==> src/rtl/scr_ctrl_pkg.sv <==
// Shared types and constants for the scrambler LFSR sequencer: state encoding,
// LFSR geometry and the register-map offsets of the four seed words.
package scr_ctrl_pkg;

    localparam int POLY_WIDTH = 127;
    localparam int WORD_W     = 32;
    localparam int NUM_WORDS  = 4;
    localparam int IDX_W      = 2;
    localparam int ADDR_W     = 12;

    localparam logic [ADDR_W-1:0] DEF_LFSR_BASE_ADDR = 12'h0CC;

    localparam logic [ADDR_W-1:0] WORD_OFF_0 = 12'd0;
    localparam logic [ADDR_W-1:0] WORD_OFF_1 = 12'd1;
    localparam logic [ADDR_W-1:0] WORD_OFF_2 = 12'd2;
    localparam logic [ADDR_W-1:0] WORD_OFF_3 = 12'd3;

    localparam logic [IDX_W-1:0] WORD_IDX_LAST = IDX_W'(NUM_WORDS - 1);

    typedef enum logic [2:0] {
        ST_IDLE,
        ST_LOAD,
        ST_CHECK,
        ST_RUN,
        ST_FIN
    } state_e;

    function automatic logic [ADDR_W-1:0] word_addr(input logic [ADDR_W-1:0] base,
                                                    input logic [IDX_W-1:0]  idx);
        logic [ADDR_W-1:0] off;
        case (idx)
            2'd0:    off = WORD_OFF_0;
            2'd1:    off = WORD_OFF_1;
            2'd2:    off = WORD_OFF_2;
            default: off = WORD_OFF_3;
        endcase
        return base + off;
    endfunction

endpackage

==> src/rtl/scr_seed_word_sel.sv <==
// Picks the 32-bit slice of the 127-bit seed for LFSR register word idx;
// word 3 carries the top 31 seed bits with bit 31 padded to zero.
module scr_seed_word_sel
    import scr_ctrl_pkg::*;
(
    input  logic [POLY_WIDTH-1:0] seed,
    input  logic [IDX_W-1:0]      idx,
    output logic [WORD_W-1:0]     word
);

    always_comb begin
        case (idx)
            2'd0:    word = seed[31:0];
            2'd1:    word = seed[63:32];
            2'd2:    word = seed[95:64];
            default: word = {1'b0, seed[126:96]};
        endcase
    end

endmodule

==> src/rtl/scr_seq_ctrl.sv <==
// Scrambler LFSR sequencer: seeds the LFSR over its word write port, then steps it once
// per accepted keystream block. Define SCR_SEQ_CTRL_SEED_CHECK_EN for a post-load readback check.
module scr_seq_ctrl
    import scr_ctrl_pkg::*;
#(
    parameter logic [ADDR_W-1:0] LFSR_BASE_ADDR = DEF_LFSR_BASE_ADDR,
    parameter int                CNT_W          = 16
) (
    input  logic                  clk,
    input  logic                  rst,
    input  logic                  cfg_valid,
    output logic                  cfg_ready,
    input  logic [POLY_WIDTH-1:0] cfg_seed,
    input  logic [CNT_W-1:0]      cfg_nblk,
    input  logic                  abort,
    output logic                  lfsr_write,
    output logic [ADDR_W-1:0]     lfsr_addr,
    output logic [WORD_W-1:0]     lfsr_din,
    output logic                  lfsr_enable,
    input  logic [POLY_WIDTH-1:0] lfsr_dout,
    output logic                  key_valid,
    input  logic                  key_ready,
    output logic [POLY_WIDTH-1:0] key_data,
    output logic                  done,
    output logic                  done_err
);

    state_e                state_q, state_d;
    logic [POLY_WIDTH-1:0] seed_q, seed_d;
    logic [CNT_W-1:0]      nblk_q, nblk_d;
    logic [IDX_W-1:0]      idx_q, idx_d;
    logic                  err_q, err_d;
    logic [WORD_W-1:0]     seed_word;

    scr_seed_word_sel u_word_sel (
        .seed (seed_q),
        .idx  (idx_q),
        .word (seed_word)
    );

    assign key_data = lfsr_dout;

    // NOTE: state registers use non-blocking assignments so every flop samples pre-edge values.
    always_ff @(posedge clk or posedge rst) begin
        if (rst) begin
            state_q <= ST_IDLE;
            seed_q  <= '0;
            nblk_q  <= '0;
            idx_q   <= '0;
            err_q   <= 1'b0;
        end else begin
            state_q <= state_d;
            seed_q  <= seed_d;
            nblk_q  <= nblk_d;
            idx_q   <= idx_d;
            err_q   <= err_d;
        end
    end

    // NOTE: every signal driven here gets a default first, so no path can infer a latch.
    always_comb begin
        state_d     = state_q;
        seed_d      = seed_q;
        nblk_d      = nblk_q;
        idx_d       = idx_q;
        err_d       = err_q;
        cfg_ready   = 1'b0;
        lfsr_write  = 1'b0;
        lfsr_addr   = '0;
        lfsr_din    = '0;
        lfsr_enable = 1'b0;
        key_valid   = 1'b0;
        done        = 1'b0;
        done_err    = 1'b0;

        case (state_q)
            ST_IDLE: begin
                cfg_ready = 1'b1;
                if (cfg_valid) begin
                    seed_d = cfg_seed;
                    nblk_d = cfg_nblk;
                    idx_d  = '0;
                    // An all-zero seed would lock the LFSR, so it is rejected without a load.
                    if (cfg_seed == '0) begin
                        err_d   = 1'b1;
                        state_d = ST_FIN;
                    end else begin
                        err_d   = 1'b0;
                        state_d = ST_LOAD;
                    end
                end
            end

            ST_LOAD: begin
                if (abort) begin
                    err_d   = 1'b1;
                    state_d = ST_FIN;
                end else begin
                    lfsr_write = 1'b1;
                    lfsr_addr  = word_addr(LFSR_BASE_ADDR, idx_q);
                    lfsr_din   = seed_word;
                    if (idx_q == WORD_IDX_LAST) begin
                        idx_d = '0;
`ifdef SCR_SEQ_CTRL_SEED_CHECK_EN
                        state_d = ST_CHECK;
`else
                        state_d = (nblk_q == '0) ? ST_FIN : ST_RUN;
`endif
                    end else begin
                        idx_d = idx_q + 2'd1;
                    end
                end
            end

`ifdef SCR_SEQ_CTRL_SEED_CHECK_EN
            ST_CHECK: begin
                if (abort || (lfsr_dout != seed_q)) begin
                    err_d   = 1'b1;
                    state_d = ST_FIN;
                end else begin
                    state_d = (nblk_q == '0) ? ST_FIN : ST_RUN;
                end
            end
`endif

            ST_RUN: begin
                if (abort) begin
                    err_d   = 1'b1;
                    state_d = ST_FIN;
                end else begin
                    key_valid   = (nblk_q != '0);
                    lfsr_enable = key_valid & key_ready;
                    if (lfsr_enable) begin
                        nblk_d = nblk_q - 1'b1;
                        if (nblk_q == CNT_W'(1)) begin
                            state_d = ST_FIN;
                        end
                    end
                end
            end

            ST_FIN: begin
                done     = 1'b1;
                done_err = err_q;
                state_d  = ST_IDLE;
            end

            default: state_d = ST_IDLE;
        endcase
    end

endmodule

==> config.mk <==
export PLATFORM = sky130hd
export DESIGN_NAME = scr_seq_ctrl
export DESIGN_NICKNAME = d
export VERILOG_FILES = /design/src/rtl/scr_ctrl_pkg.sv /design/src/rtl/scr_seed_word_sel.sv /design/src/rtl/scr_seq_ctrl.sv
export SDC_FILE = /design/constraint.sdc
export NUM_CORES = 1
export LEC_CHECK = 0
export ABC_AREA = 1
export CAP_MARGIN = 20
export CORE_AREA = 2 2 174 176
export CTS_CLUSTER_DIAMETER = 80
export DETAILED_ROUTE_END_ITERATION = 6
export DIE_AREA = 0 0 176 178
export PLACE_DENSITY_LB_ADDON = 0.12
export SYNTH_ARGS = -nofsm -noshare
export SYNTH_HDL_FRONTEND = slang
export SYNTH_SLANG_ARGS = --single-unit
==> constraint.sdc <==
create_clock -name clk -period 6.9 [get_ports clk]
set_clock_uncertainty 0.1 [all_clocks]
set_input_delay 1.38 -clock clk [delete_from_list [all_inputs] [get_ports clk]]
set_output_delay 1.38 -clock clk [all_outputs]
set_load 0.01 [all_outputs]
==> out/results.tsv, run 1 <==
stage	metric	value	unit
outcome	status	complete, but fails checks	
outcome	violations	design-rule violations	
grt	antenna_found_initial	5	
grt	grt_max_degree	88	
setup_path	timing.rr.start	state_q[1]	
routing	drt_iter0_drc	511	
timing	final-hold-violation-count	0	
synth	synth_seq_area_share	42.14	%
setup_path	setup.worst_path.start_class	primary input	
clock_tree	hold_buffers	0	
final_layout	drive_gt1_share	6.270	%
floorplanning	dieWidth	176	um
hold_path	hp-class	reg2reg	
synth	yosys.area_share.simple	31.15	%
clock_tree	htreeDepth	4	
setup_path	cp_max_fo	37	
routing	finalWirelength	29430	um
clock_tree	clock_sinks	149	
pwr	power_density	396.8	nW/um^2
pwr	p_leak	4.919	nW
hold_path	min_path_cells	2	
routing	wl_per_cell	17.63	um
clock_tree	cts_tree	done	
clock_tree	path_clk_slew	70	ps
floorplanning	coreArea	29400	sq um
setup_path	crit_chain	clkdlybuf4s50_1, inv_1, nand2_2, inv_2, o21ai_0, a31oi_1, clkdlybuf4s50_1	
routing	viasPerCell	4.563	
timing	tns	0	ps
final_layout	multi_input_area	3637	sq um
timing	max_freq	190.2	MHz
setup_path	cp_common_cell	clkdlybuf4s50_1	
setup_path	critPathMaxStageDelay	600	ps
place	hpwl	20970	um
pwr	internal_power	2.405	mW
setup_path	rr_endpoint	seed_q[63]	
pwr	peakVddDrop	0.0002094	V
timing	slew_headroom	34.64	%
synth	syn_avg_cell_area	7.200	sq um
synth	ys_types	27	
grt	grt_use_total	18.99	%
synth	netlist.area_leader.share	42.14	%
synth	ys_ff_latch	149	
synth	async_flop_share	100.0	%
floorplanning	initial_core_util	30.09	%
synth	synth_top_family_by_area	simple AND/OR/NAND/NOR gates	
setup_path	worst_setup_path_end_kind	output port	
clock_tree	cts-resized-gates	0	
synth	synth_compound_area_share	8.824	%
clock_tree	cts_setup_buffers	0	
final_layout	layout.nets	1544	
timing	fin_crit_sh	76.22	%
floorplanning	die_h	178	um
setup_path	crit_arrival	3780	ps
setup_path	cp_data_required_time	5420	ps
setup_path	crit_type	in2out	
pwr	switchingPower	1.791	mW
grt	grt_pass1_vias	7579	
synth	synthMuxAreaShare	0	%
final_layout	areaGrowthSynthToFinish	19.50	%
timing	fin_crit	5259	ps
grt	grt-ovfl-total	0	
final_layout	seqCellArea	3729	sq um
synth	synth_area	8848	sq um
synth	synth_edf_count	0	
routing	ant_nets	0	
timing	rsz0062_at_grt	false	
pwr	pwr-share-clk	22.1	%
place	io_buffers	191	
synth	synth_flop_cell	dfrtp_1	
pwr	sw_frac_of_total	42.68	%
timing	setup_viol	0	
routing	drc	3	
floorplanning	design.die.area	31330	sq um
synth	synthCells	1229	
setup_path	rr_worst_depth	6	
synth	synthAdderAreaFrac	0.8484	%
synth	synth_xor_area_share	0	%
final_layout	n_fill_cell	3123	
setup_path	critPathSlowestCell	inv_2	
hold_path	hold_end	seed_q[102]	
synth	yosysWarnings	0	
clock_tree	clock_latency	420	ps
floorplanning	design.portCount	452	
hold_path	hp-start	seed_q[102]	
setup_path	regToRegSetupSlack	4150	ps
synth	yosysTopAreaCell	dfrtp_1	
clock_tree	cts-root-to-sink-buffers	2	
timing	maxSlewViolCount	0	
synth	synthTopCellsByArea	dfrtp_1, nand2_1, buf_4	
grt	grt_pass1_wl	44650	um
routing	drt-pass1-iter-count	7	
pwr	seqPwrFrac	37.0	%
floorplanning	rows	63	
clock_tree	cts_made_buffers	17	
clock_tree	clk_root_buffer_cell	clkbuf_16	
final_layout	utilization	35.96	%
flow_run	cap_violations	0	
pwr	pwr-share-comb	40.9	%
routing	num_vias	7616	
timing	worst_pin_slew	980.3	ps
place	gp_congestion	0.8055	
kinds of logic (layout without fill, tap and decap cells):
family	Yosys count	after routing
and+or+nand+nor	706	706
buffers and inverters	231	273
DFF	149	149
AOI/OAI and AO/OA	136	136
adders and majority gates	6	6
other	1	9
cell usage in the layout, fill, tap and decap left out, types with 3 or more instances in the layout:
cell / Yosys / routed
nand2_1: 559 / 559
clkdlybuf4s50_1: 0 / 191
dfrtp_1: 149 / 149
nor2_1: 103 / 103
o21ai_0: 47 / 47
a21oi_1: 36 / 36
inv_1: 35 / 34
a31oi_1: 32 / 32
nand3_1: 20 / 20
clkbuf_16: 0 / 17
o21ai_2: 14 / 14
buf_4: 156 / 10
nand2_2: 9 / 9
inv_6: 0 / 6
conb_1: 1 / 6
ha_1: 6 / 5
inv_2: 5 / 4
nor2_2: 4 / 4
o21ai_1: 4 / 4
inv_8: 0 / 4
diode_2: 0 / 3
nor2_4: 3 / 3
nor3_1: 3 / 3
clkinv_4: 0 / 3
area by class of cell:
class | count | area share [%]
diodes | 3 | 0.07100
clock buffers | 18 | 4.059
clock inverters | 14 | 1.313
inverters | 40 | 1.491
multi-input cells | 854 | 34.40
flip-flops and latches | 149 | 35.26
well taps | 390 | 4.615
repair buffers | 201 | 18.79
cell usage after synthesis, types with 2 or more instances:
master and number:
nor2_1 103, nand4_1 2, inv_1 35, buf_4 156
ha_1 6, o21ai_1 4, nand2_1 559, dfrtp_1 149
nand3_1 20, buf_2 11, nor3_1 3, o21ai_2 14
buf_6 5, o21ai_0 47, clkbuf_1 19, nor2_2 4
a21oi_1 36, o31ai_1 2, nor2_4 3, nand2_2 9
a31oi_1 32, inv_2 5
power groups by stage:
stage / registers (mW) / logic, mW / clock network [mW]
CTS: 1.55 / 1.75 / 0.965
global placement: 1.57 / 1.73 / 0
global route: 1.60 / 1.98 / 0.988
detailed placement: 1.56 / 1.75 / 0
finish: 1.55 / 1.72 / 0.926
floorplan: 1.49 / 1.36 / 0
registers in the layout (all words and copies together), names as in the netlist:
name     cells
nblk_q      16
seed_q     127
idx_q        2
err_q        1
state_q      3
critical path: cells and delay by family:
kind,cells,cell delay [ps]
compound gates,2,420
buf+inv,4,1800
simple gates,1,130
worst max path at each step:
stage          startpoint            to  slack [ps]  cells past startpoint
2_1_floorplan         rst         err_q        1410                      1
3_3_place_gp        abort  lfsr_din[14]        1740                      7
3_5_place_dp        abort  lfsr_din[25]        1640                      7
4_1_cts             abort  lfsr_din[15]        1620                      7
5_1_grt             abort  lfsr_din[25]        1400                      7
6_report            abort  lfsr_din[15]        1640                      7
metal layers:
metal	GRT usage (%)	wire, um	vias up
met5	0	11	-
met1	24.41	12860	3528
li1	-	-	3768
met4	6.646	774	2
met3	5.712	2096	65
met2	30.38	13690	253
per-stage QoR:
stage | setup slack [ps] | instance area (sq um) | total power, mW | hold WS (ps) | std cells
after floorplan | 1412 | 8867 | 2.844 | 336.6 | 1234
after global placement | 1741 | 9998 | 3.300 | 353.0 | 1634
after detailed placement | 1639 | 9998 | 3.313 | 353.8 | 1634
after CTS | 1625 | 10570 | 4.268 | 374.4 | 1666
after global routing | 1398 | 10570 | 4.566 | 387.8 | 1667
final | 1641 | 10570 | 4.195 | 369.4 | 1669
(Power assumes the default switching activity.)
==> run 2: changes to the inputs <==
==> constraint.sdc (replaced) <==
create_clock -name clk -period 5.1 [get_ports clk]
set_clock_uncertainty 0.1 [all_clocks]
set_input_delay 1.02 -clock clk [delete_from_list [all_inputs] [get_ports clk]]
set_output_delay 1.02 -clock clk [all_outputs]
set_load 0.01 [all_outputs]
==> run 2 against run 1 <==
Effect of this change: the flow now finishes without violations; first-iteration DRC count fell by 7.6%; total power grew 36%; die area stayed put; core utilization increased by 0.21 points; worst setup slack got worse by 890 ps; count of clock-buffer cells in the layout unchanged; sequential cell count is the same; critical endpoint is now lfsr_din[8]; largest cell class unchanged.
==> out/results.tsv, run 2 (same netlist as run 1, synthesis figures left out) <==
stage	metric	value	unit
timing	worst_pin_slew	955.7	ps
pwr	switchingPower	2.411	mW
setup_path	cp_data_required_time	3980	ps
routing	drt_iter0_drc	472	
grt	antenna_found_initial	3	
place	hpwl	20850	um
floorplanning	design.portCount	452	
clock_tree	cts_made_buffers	17	
grt	grt-ovfl-total	0	
setup_path	crit_type	in2out	
clock_tree	hold_buffers	0	
timing	setup_viol	0	
grt	grt_use_total	18.88	%
clock_tree	clk_root_buffer_cell	clkbuf_16	
pwr	internal_power	3.277	mW
outcome	status	complete, no violations	
setup_path	crit_arrival	3230	ps
routing	viasPerCell	4.541	
place	io_buffers	191	
floorplanning	initial_core_util	30.09	%
final_layout	layout_common_cells	nand2_1, clkdlybuf4s50_1, dfrtp_1	
hold_path	min_path_cells	2	
final_layout	finalInstanceArea	10640	sq um
pwr	seqPwrFrac	36.8	%
timing	tns	0	ps
timing	final-hold-violation-count	0	
final_layout	largest_register_ffs	127	
pwr	sw_frac_of_total	42.39	%
setup_path	critPathMaxStageDelay	560	ps
place	place_area	10040	sq um
setup_path	worst_setup_path_end_kind	output port	
final_layout	drive_gt1_share	6.489	%
routing	drt-pass1-iter-count	5	
final_layout	largest-register	seed_q	
timing	maxSlewViolCount	0	
place	gp_congestion	0.8216	
clock_tree	cts-resized-gates	0	
clock_tree	path_clk_slew	80	ps
floorplanning	die_h	178	um
setup_path	setup.worst_path.start_class	primary input	
routing	wl_per_cell	17.46	um
clock_tree	cts-root-to-sink-buffers	2	
flow_run	cap_violations	0	
clock_tree	clock_latency	430	ps
timing	fin_crit	4348	ps
clock_tree	cts_setup_buffers	0	
floorplanning	design.die.area	31330	sq um
pwr	power_density	534.9	nW/um^2
routing	drc	0	
timing	max_freq	230.0	MHz
floorplanning	dieWidth	176	um
pwr	pwr-share-clk	21.9	%
grt	grt_max_degree	103	
setup_path	cp_max_fo	21	
setup_path	cp_common_cell	clkdlybuf4s50_1	
grt	grt_pass1_vias	7684	
timing	rsz0062_at_grt	false	
setup_path	critPathBufInv	5	
timing	fin_crit_sh	85.26	%
final_layout	layout.nets	1547	
clock_tree	cts_tree	done	
floorplanning	rows	63	
setup_path	crit_chain	clkdlybuf4s50_1, inv_1, nand2_2, inv_2, buf_12, o21ai_0, a31oi_1, clkdlybuf4s50_1	
final_layout	reg_top3	seed_q: 127 flops, nblk_q: 16 flops, state_q: 3 flops	
floorplanning	coreArea	29400	sq um
grt	grt_pass1_wl	44990	um
pwr	peakVddDrop	0.0002233	V
final_layout	areaGrowthSynthToFinish	20.19	%
routing	finalWirelength	29180	um
pwr	pwr-share-comb	41.3	%
clock_tree	htreeDepth	4	
final_layout	final_common_cell	nand2_1	
clock_tree	clock_sinks	149	
setup_path	critPathSlowestCell	clkdlybuf4s50_1	
setup_path	rr_worst_depth	7	
pwr	p_leak	4.942	nW
hold_path	hp-class	reg2reg	
final_layout	utilization	36.17	%
timing	hold_slack	369.9	ps
routing	num_vias	7588	
setup_path	worst-path-stages	8	
setup_path	crit_family	buffers and inverters	
timing	slew_headroom	36.29	%
routing	ant_nets	0	
[run 2: cell count changes in the layout (fill, tap and decap cells not counted), sizes merged]
| cell | before | now |
|---|---|---|
| buf | 10 | 13 |
| inv | 49 | 47 |
| clkinv | 4 | 5 |
| clkinvlp | 1 | 2 |
| diode | 3 | 2 |
[run 2: path summary, 6_finish.rpt]
check | from | endpoint | slack, ps
min in group asynchronous | rst | nblk_q[9] | 1010
hold / removal | seed_q[103] | seed_q[103] | 370
setup / recovery | abort | lfsr_din[8] | 750
max in group asynchronous | rst | seed_q[32] | 2900
setup reg to reg | state_q[0] | seed_q[53] | 2290
hold reg to reg | seed_q[103] | seed_q[103] | 370
[run 2: metal layers]
| metal | routed length, um | up-vias | global-route usage (%) |
|---|---|---|---|
| met5 | 0 | - | 0 |
| met4 | 877 | 0 | 6.853 |
| met3 | 1986 | 72 | 5.158 |
| met2 | 13690 | 257 | 30.56 |
| met1 | 12630 | 3491 | 24.22 |
| li1 | - | 3768 | - |
[run 2: power by group through the flow]
stage          combinational [mW]  sequential (mW)  clock [mW]
3_5_place_dp                 2.38             2.10           0
4_1_cts                      2.39             2.09        1.29
3_3_place_gp                 2.36             2.11           0
2_1_floorplan                1.83             2.01           0
5_1_grt                      2.70             2.16        1.34
6_report                     2.35             2.09        1.25
[run 2: area by class of cell]
class,count,area (sq um)
multi-input combinational,854,3637
antenna,2,5.005
clock buffer,18,429.2
tap,390,488.0
timing repair buffer,204,2054
fill,3130,18770
inverter,40,156.4
clock inverter,14,136.4
sequential,149,3729
[run 2: tightest hold or removal path, cell delays in order (launching register included)]
cell     delay, ps
dfrtp_1        340
nand2_1         50
nand2_1         50
[run 2: through the flow]
step / instances / power, mW / worst slack, ps
final: 1671 / 5.689 / 751.8
after global routing: 1670 / 6.203 / 556.9
after floorplan: 1234 / 3.848 / 2105
after global placement: 1636 / 4.464 / 765.3
after CTS: 1668 / 5.767 / 703.2
after detailed placement: 1636 / 4.483 / 708.6
==> run 3: changes to the inputs <==
--- a/config.mk
+++ b/config.mk
@@ -12,6 +12,7 @@
 export DETAILED_ROUTE_END_ITERATION = 6
 export DIE_AREA = 0 0 176 178
 export PLACE_DENSITY_LB_ADDON = 0.12
+export SLEW_MARGIN = 5
 export SYNTH_ARGS = -nofsm -noshare
 export SYNTH_HDL_FRONTEND = slang
 export SYNTH_SLANG_ARGS = --single-unit
==> results of run 3 <==
Final layout, timing and power as in run 2 (identical DEF).
